<file path="config.mk">
export PLATFORM = sky130hd
export DESIGN_NAME = column_frame_renderer_flat
export DESIGN_NICKNAME = d
export VERILOG_FILES = /design/src/rtl/draw_pkg.sv /design/src/rtl/column_frame_renderer_if.sv /design/src/rtl/column_frame_renderer_span_gen.sv /design/src/rtl/column_frame_renderer.sv /design/src/flat_wrapper.sv
export SDC_FILE = /design/constraint.sdc
export NUM_CORES = 1
export LEC_CHECK = 0
export BUFFER_PORTS_ARGS = -buffer_cell sky130_fd_sc_hd__buf_2
export CORE_MARGIN = 5
export CORE_UTILIZATION = 55
export DETAILED_ROUTE_END_ITERATION = 12
export PLACE_DENSITY = 0.85
export SLEW_MARGIN = 20
export SYNTH_ARGS = -nofsm -noshare
export SYNTH_HDL_FRONTEND = slang
export SYNTH_HIERARCHICAL = 1
export SYNTH_SLANG_ARGS = --single-unit
</file>
<file path="constraint.sdc">
create_clock -name clock -period 7.4 [get_ports clock]
set_input_delay 0 -clock clock [delete_from_list [all_inputs] [get_ports clock]]
set_output_delay 0 -clock clock [all_outputs]
set_load 0.02 [all_outputs]
</file>
<file path="src/rtl/draw_pkg.sv">
// Shared definitions for the column frame renderer.
//   state_t       : renderer FSM states (IDLE, REQ, DRAW, DONE)
//   *_DEF         : default screen geometry and bus widths
//   BLACK / SKY   : common 3-bit palette constants
package draw_pkg;

  typedef enum logic [1:0] {
    IDLE = 2'd0,
    REQ  = 2'd1,
    DRAW = 2'd2,
    DONE = 2'd3
  } state_t;

  localparam int SCREEN_W_DEF = 160;
  localparam int SCREEN_H_DEF = 120;
  localparam int COLOR_W_DEF  = 3;
  localparam int XW_DEF       = 8;
  localparam int YW_DEF       = 7;
  localparam int SIZE_W_DEF   = 8;

  localparam logic [2:0] BLACK = 3'b000;
  localparam logic [2:0] SKY   = 3'b011;

endpackage

</file>
<file path="src/rtl/column_frame_renderer_if.sv">
// Slice-request and pixel-write bus of the column frame renderer.
//   col_req/col_idx            : renderer -> ray-caster slice request
//   slice_valid/size/color     : ray-caster -> renderer slice data
//   pix_we/pix_x/pix_y/pix_color : renderer -> frame-buffer write port
//   pix_ready                  : frame-buffer back-pressure (PIX_READY_EN only)
// Modports: master = renderer side, slave = ray-caster / frame-buffer side.
interface column_frame_renderer_if #(
  parameter int XW      = 8,
  parameter int YW      = 7,
  parameter int COLOR_W = 3,
  parameter int SIZE_W  = 8
) ();

  logic               col_req;
  logic [XW-1:0]      col_idx;
  logic               slice_valid;
  logic [SIZE_W-1:0]  slice_size;
  logic [COLOR_W-1:0] slice_color;
  logic               pix_we;
  logic [XW-1:0]      pix_x;
  logic [YW-1:0]      pix_y;
  logic [COLOR_W-1:0] pix_color;
`ifdef PIX_READY_EN
  logic               pix_ready;

  modport master (
    output col_req, col_idx, pix_we, pix_x, pix_y, pix_color,
    input  slice_valid, slice_size, slice_color, pix_ready
  );

  modport slave (
    input  col_req, col_idx, pix_we, pix_x, pix_y, pix_color,
    output slice_valid, slice_size, slice_color, pix_ready
  );
`else
  modport master (
    output col_req, col_idx, pix_we, pix_x, pix_y, pix_color,
    input  slice_valid, slice_size, slice_color
  );

  modport slave (
    input  col_req, col_idx, pix_we, pix_x, pix_y, pix_color,
    output slice_valid, slice_size, slice_color
  );
`endif

endinterface

</file>
<file path="src/rtl/column_frame_renderer_span_gen.sv">
// column_span_gen: per-column row walker.
// Owns the row counter, the clamped wall size, the wall top row and the wall
// colour; selects ceiling/wall/floor colour for the current row.
//   clock, resetn   : clock, synchronous active-low reset
//   load_i          : slice accepted; latch size/colour, restart at row 0
//   step_i          : advance one row (ignored on the last row)
//   slice_size_i/slice_color_i : slice data from the ray-caster
//   ceil_color_i/floor_color_i : frame colours (already latched upstream)
//   y_o, color_o    : current row and its colour
//   last_o          : current row is SCREEN_H-1
module column_span_gen #(
  parameter int SCREEN_H = 120,
  parameter int COLOR_W  = 3,
  parameter int YW       = 7,
  parameter int SIZE_W   = 8
) (
  input  logic               clock,
  input  logic               resetn,
  input  logic               load_i,
  input  logic               step_i,
  input  logic [SIZE_W-1:0]  slice_size_i,
  input  logic [COLOR_W-1:0] slice_color_i,
  input  logic [COLOR_W-1:0] ceil_color_i,
  input  logic [COLOR_W-1:0] floor_color_i,
  output logic [YW-1:0]      y_o,
  output logic [COLOR_W-1:0] color_o,
  output logic               last_o
);

  // One extra bit so top+sz == SCREEN_H never wraps.
  localparam int SZW = YW + 1;

  logic [YW-1:0]      y_q, y_d;
  logic [YW-1:0]      top_q, top_d;
  logic [SZW-1:0]     sz_q, sz_d;
  logic [COLOR_W-1:0] wall_q, wall_d;

  logic [SIZE_W-1:0]  sz_clamp;
  logic [SZW-1:0]     gap;
  logic [SZW-1:0]     y_ext, top_ext, end_ext;

  assign last_o = (y_q == YW'(SCREEN_H - 1));
  assign y_o    = y_q;

  always_comb begin
    sz_clamp = (slice_size_i > SIZE_W'(SCREEN_H)) ? SIZE_W'(SCREEN_H) : slice_size_i;
    gap      = SZW'(SCREEN_H) - SZW'(sz_clamp);
    y_d      = y_q;
    top_d    = top_q;
    sz_d     = sz_q;
    wall_d   = wall_q;
    if (load_i) begin
      y_d    = '0;
      sz_d   = SZW'(sz_clamp);
      // Floor of the halved gap: an odd leftover row lands below the wall.
      top_d  = gap[SZW-1:1];
      wall_d = slice_color_i;
    end else if (step_i && !last_o) begin
      y_d = y_q + YW'(1);
    end
  end

  always_comb begin
    y_ext   = {1'b0, y_q};
    top_ext = {1'b0, top_q};
    end_ext = top_ext + sz_q;
    if (y_ext < top_ext)
      color_o = ceil_color_i;
    else if (y_ext < end_ext)
      color_o = wall_q;
    else
      color_o = floor_color_i;
  end

  always_ff @(posedge clock) begin
    if (!resetn) begin
      y_q    <= '0;
      top_q  <= '0;
      sz_q   <= '0;
      wall_q <= '0;
    end else begin
      y_q    <= y_d;
      top_q  <= top_d;
      sz_q   <= sz_d;
      wall_q <= wall_d;
    end
  end

endmodule

</file>
<file path="src/rtl/column_frame_renderer.sv">
// column_frame_renderer: draws a full frame column by column (no clear pass).
// Per column: request a slice, then write every row (ceiling, wall, floor).
// Optional macro PIX_READY_EN adds pix_ready back-pressure on the pixel bus.
//   clock, resetn            : clock, synchronous active-low reset
//   frame_start              : start request, sampled only in IDLE
//   ceil_color, floor_color  : frame colours, latched on frame accept
//   bus (master modport)     : slice request + pixel write bus
//   frame_busy               : high from frame accept until DONE exits
//   frame_done               : one-cycle end-of-frame pulse
// All outputs are registered; pixel outputs lag the DRAW row by one cycle.
module column_frame_renderer
  import draw_pkg::*;
#(
  parameter int SCREEN_W = SCREEN_W_DEF,
  parameter int SCREEN_H = SCREEN_H_DEF,
  parameter int COLOR_W  = COLOR_W_DEF,
  parameter int XW       = XW_DEF,
  parameter int YW       = YW_DEF,
  parameter int SIZE_W   = SIZE_W_DEF
) (
  input  logic                    clock,
  input  logic                    resetn,
  input  logic                    frame_start,
  input  logic [COLOR_W-1:0]      ceil_color,
  input  logic [COLOR_W-1:0]      floor_color,
  column_frame_renderer_if.master bus,
  output logic                    frame_busy,
  output logic                    frame_done
);

  localparam logic [XW-1:0] LAST_COL = XW'(SCREEN_W - 1);

  state_t state_q, state_d;

  logic               col_req_q, col_req_d;
  logic [XW-1:0]      col_idx_q, col_idx_d;
  logic               pix_we_q, pix_we_d;
  logic [XW-1:0]      pix_x_q, pix_x_d;
  logic [YW-1:0]      pix_y_q, pix_y_d;
  logic [COLOR_W-1:0] pix_color_q, pix_color_d;
  logic               frame_busy_q, frame_busy_d;
  logic               frame_done_q, frame_done_d;
  logic [COLOR_W-1:0] ceil_q, ceil_d;
  logic [COLOR_W-1:0] floor_q, floor_d;

  logic               accept;
  logic               stall;
  logic               span_step;
  logic               span_last;
  logic [YW-1:0]      span_y;
  logic [COLOR_W-1:0] span_color;

  assign accept = (state_q == REQ) && col_req_q && bus.slice_valid;

`ifdef PIX_READY_EN
  // A presented pixel that is not taken freezes the whole pixel pipeline.
  assign stall = pix_we_q && !bus.pix_ready;
`else
  assign stall = 1'b0;
`endif

  assign span_step = (state_q == DRAW) && !stall;

  column_span_gen #(
    .SCREEN_H (SCREEN_H),
    .COLOR_W  (COLOR_W),
    .YW       (YW),
    .SIZE_W   (SIZE_W)
  ) u_span (
    .clock         (clock),
    .resetn        (resetn),
    .load_i        (accept),
    .step_i        (span_step),
    .slice_size_i  (bus.slice_size),
    .slice_color_i (bus.slice_color),
    .ceil_color_i  (ceil_q),
    .floor_color_i (floor_q),
    .y_o           (span_y),
    .color_o       (span_color),
    .last_o        (span_last)
  );

  // Next-state logic.
  always_comb begin
    state_d = state_q;
    case (state_q)
      IDLE: if (frame_start) state_d = REQ;
      REQ:  if (accept) state_d = DRAW;
      DRAW: if (!stall && span_last) state_d = (col_idx_q == LAST_COL) ? DONE : REQ;
      DONE: if (!stall) state_d = IDLE;
      default: state_d = IDLE;
    endcase
  end

  // Output / datapath next values.
  always_comb begin
    col_req_d    = (state_d == REQ);
    col_idx_d    = col_idx_q;
    frame_busy_d = frame_busy_q;
    frame_done_d = (state_q == DONE) && !stall;
    ceil_d       = ceil_q;
    floor_d      = floor_q;
    pix_we_d     = pix_we_q;
    pix_x_d      = pix_x_q;
    pix_y_d      = pix_y_q;
    pix_color_d  = pix_color_q;

    case (state_q)
      IDLE: begin
        if (frame_start) begin
          col_idx_d    = '0;
          frame_busy_d = 1'b1;
          ceil_d       = ceil_color;
          floor_d      = floor_color;
        end
      end
      DRAW: begin
        if (!stall && span_last && (col_idx_q != LAST_COL))
          col_idx_d = col_idx_q + XW'(1);
      end
      DONE: begin
        if (!stall) frame_busy_d = 1'b0;
      end
      default: ;
    endcase

    if (!stall) begin
      pix_we_d = (state_q == DRAW);
      if (state_q == DRAW) begin
        pix_x_d     = col_idx_q;
        pix_y_d     = span_y;
        pix_color_d = span_color;
      end
    end
  end

  // State and output registers.
  always_ff @(posedge clock) begin
    if (!resetn) begin
      state_q      <= IDLE;
      col_req_q    <= 1'b0;
      col_idx_q    <= '0;
      pix_we_q     <= 1'b0;
      pix_x_q      <= '0;
      pix_y_q      <= '0;
      pix_color_q  <= '0;
      frame_busy_q <= 1'b0;
      frame_done_q <= 1'b0;
      ceil_q       <= COLOR_W'(BLACK);
      floor_q      <= COLOR_W'(BLACK);
    end else begin
      state_q      <= state_d;
      col_req_q    <= col_req_d;
      col_idx_q    <= col_idx_d;
      pix_we_q     <= pix_we_d;
      pix_x_q      <= pix_x_d;
      pix_y_q      <= pix_y_d;
      pix_color_q  <= pix_color_d;
      frame_busy_q <= frame_busy_d;
      frame_done_q <= frame_done_d;
      ceil_q       <= ceil_d;
      floor_q      <= floor_d;
    end
  end

  assign bus.col_req   = col_req_q;
  assign bus.col_idx   = col_idx_q;
  assign bus.pix_we    = pix_we_q;
  assign bus.pix_x     = pix_x_q;
  assign bus.pix_y     = pix_y_q;
  assign bus.pix_color = pix_color_q;
  assign frame_busy    = frame_busy_q;
  assign frame_done    = frame_done_q;

endmodule
</file>
<file path="src/flat_wrapper.sv">
// flat-port wrapper written by rule: the top's interface ports become plain ports
module column_frame_renderer_flat import draw_pkg::*;
#(
  parameter int SCREEN_W = SCREEN_W_DEF,
  parameter int SCREEN_H = SCREEN_H_DEF,
  parameter int COLOR_W  = COLOR_W_DEF,
  parameter int XW       = XW_DEF,
  parameter int YW       = YW_DEF,
  parameter int SIZE_W   = SIZE_W_DEF
)
  (clock, resetn, frame_start, ceil_color, floor_color, frame_busy, frame_done, bus_col_req, bus_col_idx, bus_pix_we, bus_pix_x, bus_pix_y, bus_pix_color, bus_slice_valid, bus_slice_size, bus_slice_color);
  column_frame_renderer_if #(.XW(XW), .YW(YW), .COLOR_W(COLOR_W), .SIZE_W(SIZE_W)) bus_i ();
  input  logic clock;
  input  logic resetn;
  input  logic frame_start;
  input  logic [COLOR_W-1:0] ceil_color;
  input  logic [COLOR_W-1:0] floor_color;
  output logic frame_busy;
  output logic frame_done;
  output wire logic [$bits(bus_i.col_req)-1:0] bus_col_req;
  output wire logic [$bits(bus_i.col_idx)-1:0] bus_col_idx;
  output wire logic [$bits(bus_i.pix_we)-1:0] bus_pix_we;
  output wire logic [$bits(bus_i.pix_x)-1:0] bus_pix_x;
  output wire logic [$bits(bus_i.pix_y)-1:0] bus_pix_y;
  output wire logic [$bits(bus_i.pix_color)-1:0] bus_pix_color;
  input wire logic [$bits(bus_i.slice_valid)-1:0] bus_slice_valid;
  input wire logic [$bits(bus_i.slice_size)-1:0] bus_slice_size;
  input wire logic [$bits(bus_i.slice_color)-1:0] bus_slice_color;
  assign bus_col_req = bus_i.col_req;
  assign bus_col_idx = bus_i.col_idx;
  assign bus_pix_we = bus_i.pix_we;
  assign bus_pix_x = bus_i.pix_x;
  assign bus_pix_y = bus_i.pix_y;
  assign bus_pix_color = bus_i.pix_color;
  assign bus_i.slice_valid = bus_slice_valid;
  assign bus_i.slice_size = bus_slice_size;
  assign bus_i.slice_color = bus_slice_color;
  column_frame_renderer #(.SCREEN_W(SCREEN_W), .SCREEN_H(SCREEN_H), .COLOR_W(COLOR_W), .XW(XW), .YW(YW), .SIZE_W(SIZE_W)) u_core (.clock(clock), .resetn(resetn), .frame_start(frame_start), .ceil_color(ceil_color), .floor_color(floor_color), .bus(bus_i), .frame_busy(frame_busy), .frame_done(frame_done));
endmodule
</file>
==> flow_summary.toml <==
[status]
status = "finished clean"

[logic_synthesis]
syn_area_per_cell_um2 = 8.49
yosysSeqAreaShare = 0.379
synth_commonest_cells = "63 x dfxtp_1, 61 x nand2_1, 41 x a21oi_1, 22 x ha_1, 22 x nor2_1"
synth_area_leaders = "dfxtp_1 38%, ha_1 8.3%, nand2_1 6.9%"
yosys.area.top_type_share = 0.379
synth_edf_count = 0
yosysWarnings = 6
yosysMostFrequentCell = "dfxtp_1"
syn_nets = 436
ys_async_sr_fraction = 0
synth_cell_type_count = 53
ys.flop_type = "dfxtp_1"
synth_cells = 392
synth_seq_cells = 63
yosysTopAreaCell = "dfxtp_1"
syn_area_um2 = 3330

[pwr]
pwr-share-comb = 0.101
p_int_mw = 0.530
powerDensity_nw_per_um2 = 183
pwr-share-seq = 0.495
p_leak_nw = 1.64
swShare = 0.253
p_clk_frac = 0.405
power.switching_mw = 0.179
power_mw = 0.709
peakVddDrop_v = 0.000170

[clock_tree]
cts_buffers = 9
clk_pin_slew_ps = 70
cts_tree = "yes"
cts_buffer_depth = 2
cts_root_buf = "clkbuf_8"
clk_latency_ps = 340
cts.repair.resized = 0
clkSinkCount = 63
postCtsSetupBuffers = 0
htreeDepth = 3

[grt]
grt_use_total = 0.205
antenna_found_initial = 0
grt_max_degree = 35
grt_pass1_wl_um = 12400
grt_pass1_vias = 2759
grt_overflow_total = 0

[place]
place_area_um2 = 3560
dp_cells = 497
place_congestion = 0.881
post-dp-hpwl_um = 5170
port_buffers = 50

[critical_path]
crit_arrival_ps = 3600
critical_path_buf_inv_count = 0
worstPathMaxFanout = 3
worstSetupEndpointType = "flip-flop"
start_kind = "flip-flop"
cp_slowest_cell = "o21ai_0"
crit_chain = "ha_1, fa_1, a21o_1, a21oi_1, o21bai_1, a21oi_1, xor2_1, ha_1, o2111ai_1, o21ai_0, nand3_1, a31oi_1, nand2_1, a21oi_1"
critPathMaxStageDelay_ps = 420
reg2reg_slack_ps = 4060
crit_top_cell = "a21oi_1"
path_class = "flip-flop to flip-flop"
worst_path_dominant_cell_family = "compound AO/OA/AOI/OAI gates"
required_ps = 7660

[route]
via_per_inst = 5.72
antenna_left = 0
drc = 0
wl_per_cell_um = 14.5
wl_um = 7590
first_iter_violations = 179
firstDrtPassIters = 5
vias = 3004

[timing]
setup_tns_ps = 0
fmax_mhz = 300
report.final.setup_viol = 0
fin_crit_sh = 0.451
hold_viol = 0
slew_violations = 0
clock_skew_ps = 10.4
hold_ws_ps = 20.7
rsz0062_at_grt = "false"
max-slew-margin-rel = 0.319
max_slew.worst_pin.slew_ps = 1020
period_needed_ps = 3340

[layout]
multi_input_area_um2 = 1900
area_growth_pct = 16.2
drive_gt1_frac = 0.176
fin_area_um2 = 3870
nFillCells = 489
final_nets = 489
seq_area_um2 = 1260
antenna_cells = 0
final_cell_count_no_fill = 525

[floorplanning]
coreArea_um2 = 5890
rows = 28
die_w_um = 87.8
io_pins = 51
start_util = 0.565
die_area_um2 = 7700
die_y_um = 87.8

[hold_path]
hold_class = "primary input to flip-flop"

[job]
max_cap_violations = 0
## power by group through the flow
stage | Combinational (mW) | Sequential [mW] | Clock [mW]
after CTS | 0.0698 | 0.351 | 0.292
after floorplan | 0.0492 | 0.357 | 0
after global placement | 0.0620 | 0.358 | 0
final | 0.0714 | 0.351 | 0.287
after detailed placement | 0.0638 | 0.359 | 0
after global routing | 0.0785 | 0.352 | 0.307
## flip-flops by register name, indices dropped and copies added, names as in the netlist
register	cells
u_core/bus.col_idx	8
u_core/bus.pix_x	8
u_core/u_span/sz_q	8
u_core/bus.pix_y	7
u_core/u_span/top_q	7
u_core/u_span/y_o	7
u_core/bus.pix_color	3
u_core/ceil_q	3
u_core/floor_q	3
u_core/u_span/wall_q	3
u_core/state_q	2
u_core/bus.col_req	1
u_core/bus.pix_we	1
u_core/frame_busy	1
u_core/frame_done	1
## metal layers
layer / up-vias / track usage / wire (um)
met4: 0 / 0.0711 / 160
met5: - / 0 / 0
met1: 1416 / 0.244 / 3220
li1: 1485 / - / -
met3: 17 / 0.0593 / 438
met2: 86 / 0.353 / 3770
## tightest hold or removal path: stages
cell     delay (ps)
buf_2           130
nor2_1          100
a21oi_1          70
## metrics by stage
stage / utilization / setup slack, ps
floorplan: - / 4660
global placement: 0.604 / 4480
detailed placement: 0.604 / 4290
CTS: 0.657 / 4200
global route: 0.657 / 3940
finish: 0.657 / 4060
## cell usage in the layout, fill, tap and decap left out, drive strengths merged, types with 2 or more instances in the layout
cell type / netlist / layout
a211oi: 5 / 5
a21boi: 4 / 4
a21o: 7 / 7
a21oi: 41 / 41
a31oi: 6 / 6
and2: 2 / 2
and3: 2 / 2
buf: 14 / 50
clkbuf: 6 / 10
clkinv: 0 / 4
dfxtp: 63 / 63
dlygate4sd3: 0 / 12
ha: 22 / 22
inv: 15 / 15
mux2: 2 / 2
mux2i: 13 / 13
nand2: 61 / 61
nand2b: 7 / 7
nand3: 18 / 18
nand3b: 2 / 2
nand4: 5 / 5
nand4b: 3 / 3
nor2: 22 / 22
nor2b: 10 / 10
nor3: 3 / 3
nor3b: 2 / 2
nor4: 2 / 2
o211a: 3 / 3
o21ai: 19 / 19
or3: 7 / 7
xnor2: 6 / 6
xor2: 6 / 6
## timing repair
item / in CTS / in global routing
hold buffers: 12 / 0
setup endpoints to repair: 0 / 0
endpoints found under the hold margin: 12 / 0
## cell families after synthesis
kind of cell / share of synthesized area
multiplexers: 0.0470
adder cells (fa/ha/maj): 0.0888
AO/OA/AOI/OAI: 0.175
buffers and inverters: 0.0515
flip-flops: 0.379
XOR/XNOR: 0.0316
AND/OR/NAND/NOR: 0.228
## worst paths after layout
kind	startpoint	to	depth (start not counted)
worst max-delay path	u_core/u_span/top_q[0]$_SDFFE_PN0P_	u_core/bus.pix_color[1]$_SDFFE_PN0P_	14
worst min-delay path	bus_slice_size[5]	u_core/u_span/sz_q[5]$_SDFFE_PN0P_	3
worst max register to register	u_core/u_span/top_q[0]$_SDFFE_PN0P_	u_core/bus.pix_color[1]$_SDFFE_PN0P_	14
worst min register to register	u_core/bus.pix_x[1]$_SDFFE_PN0P_	u_core/bus.pix_x[1]$_SDFFE_PN0P_	2
## area by class of cell
type	instances	share of cell area
clock buffers	10	0.0330
clock inverters	6	0.0159
inverters	15	0.0146
multi-input cells	294	0.490
flip-flops and latches	63	0.326
well taps	75	0.0243
repair buffers	62	0.0958
No activity file was read; power rests on OpenSTA's default activity.
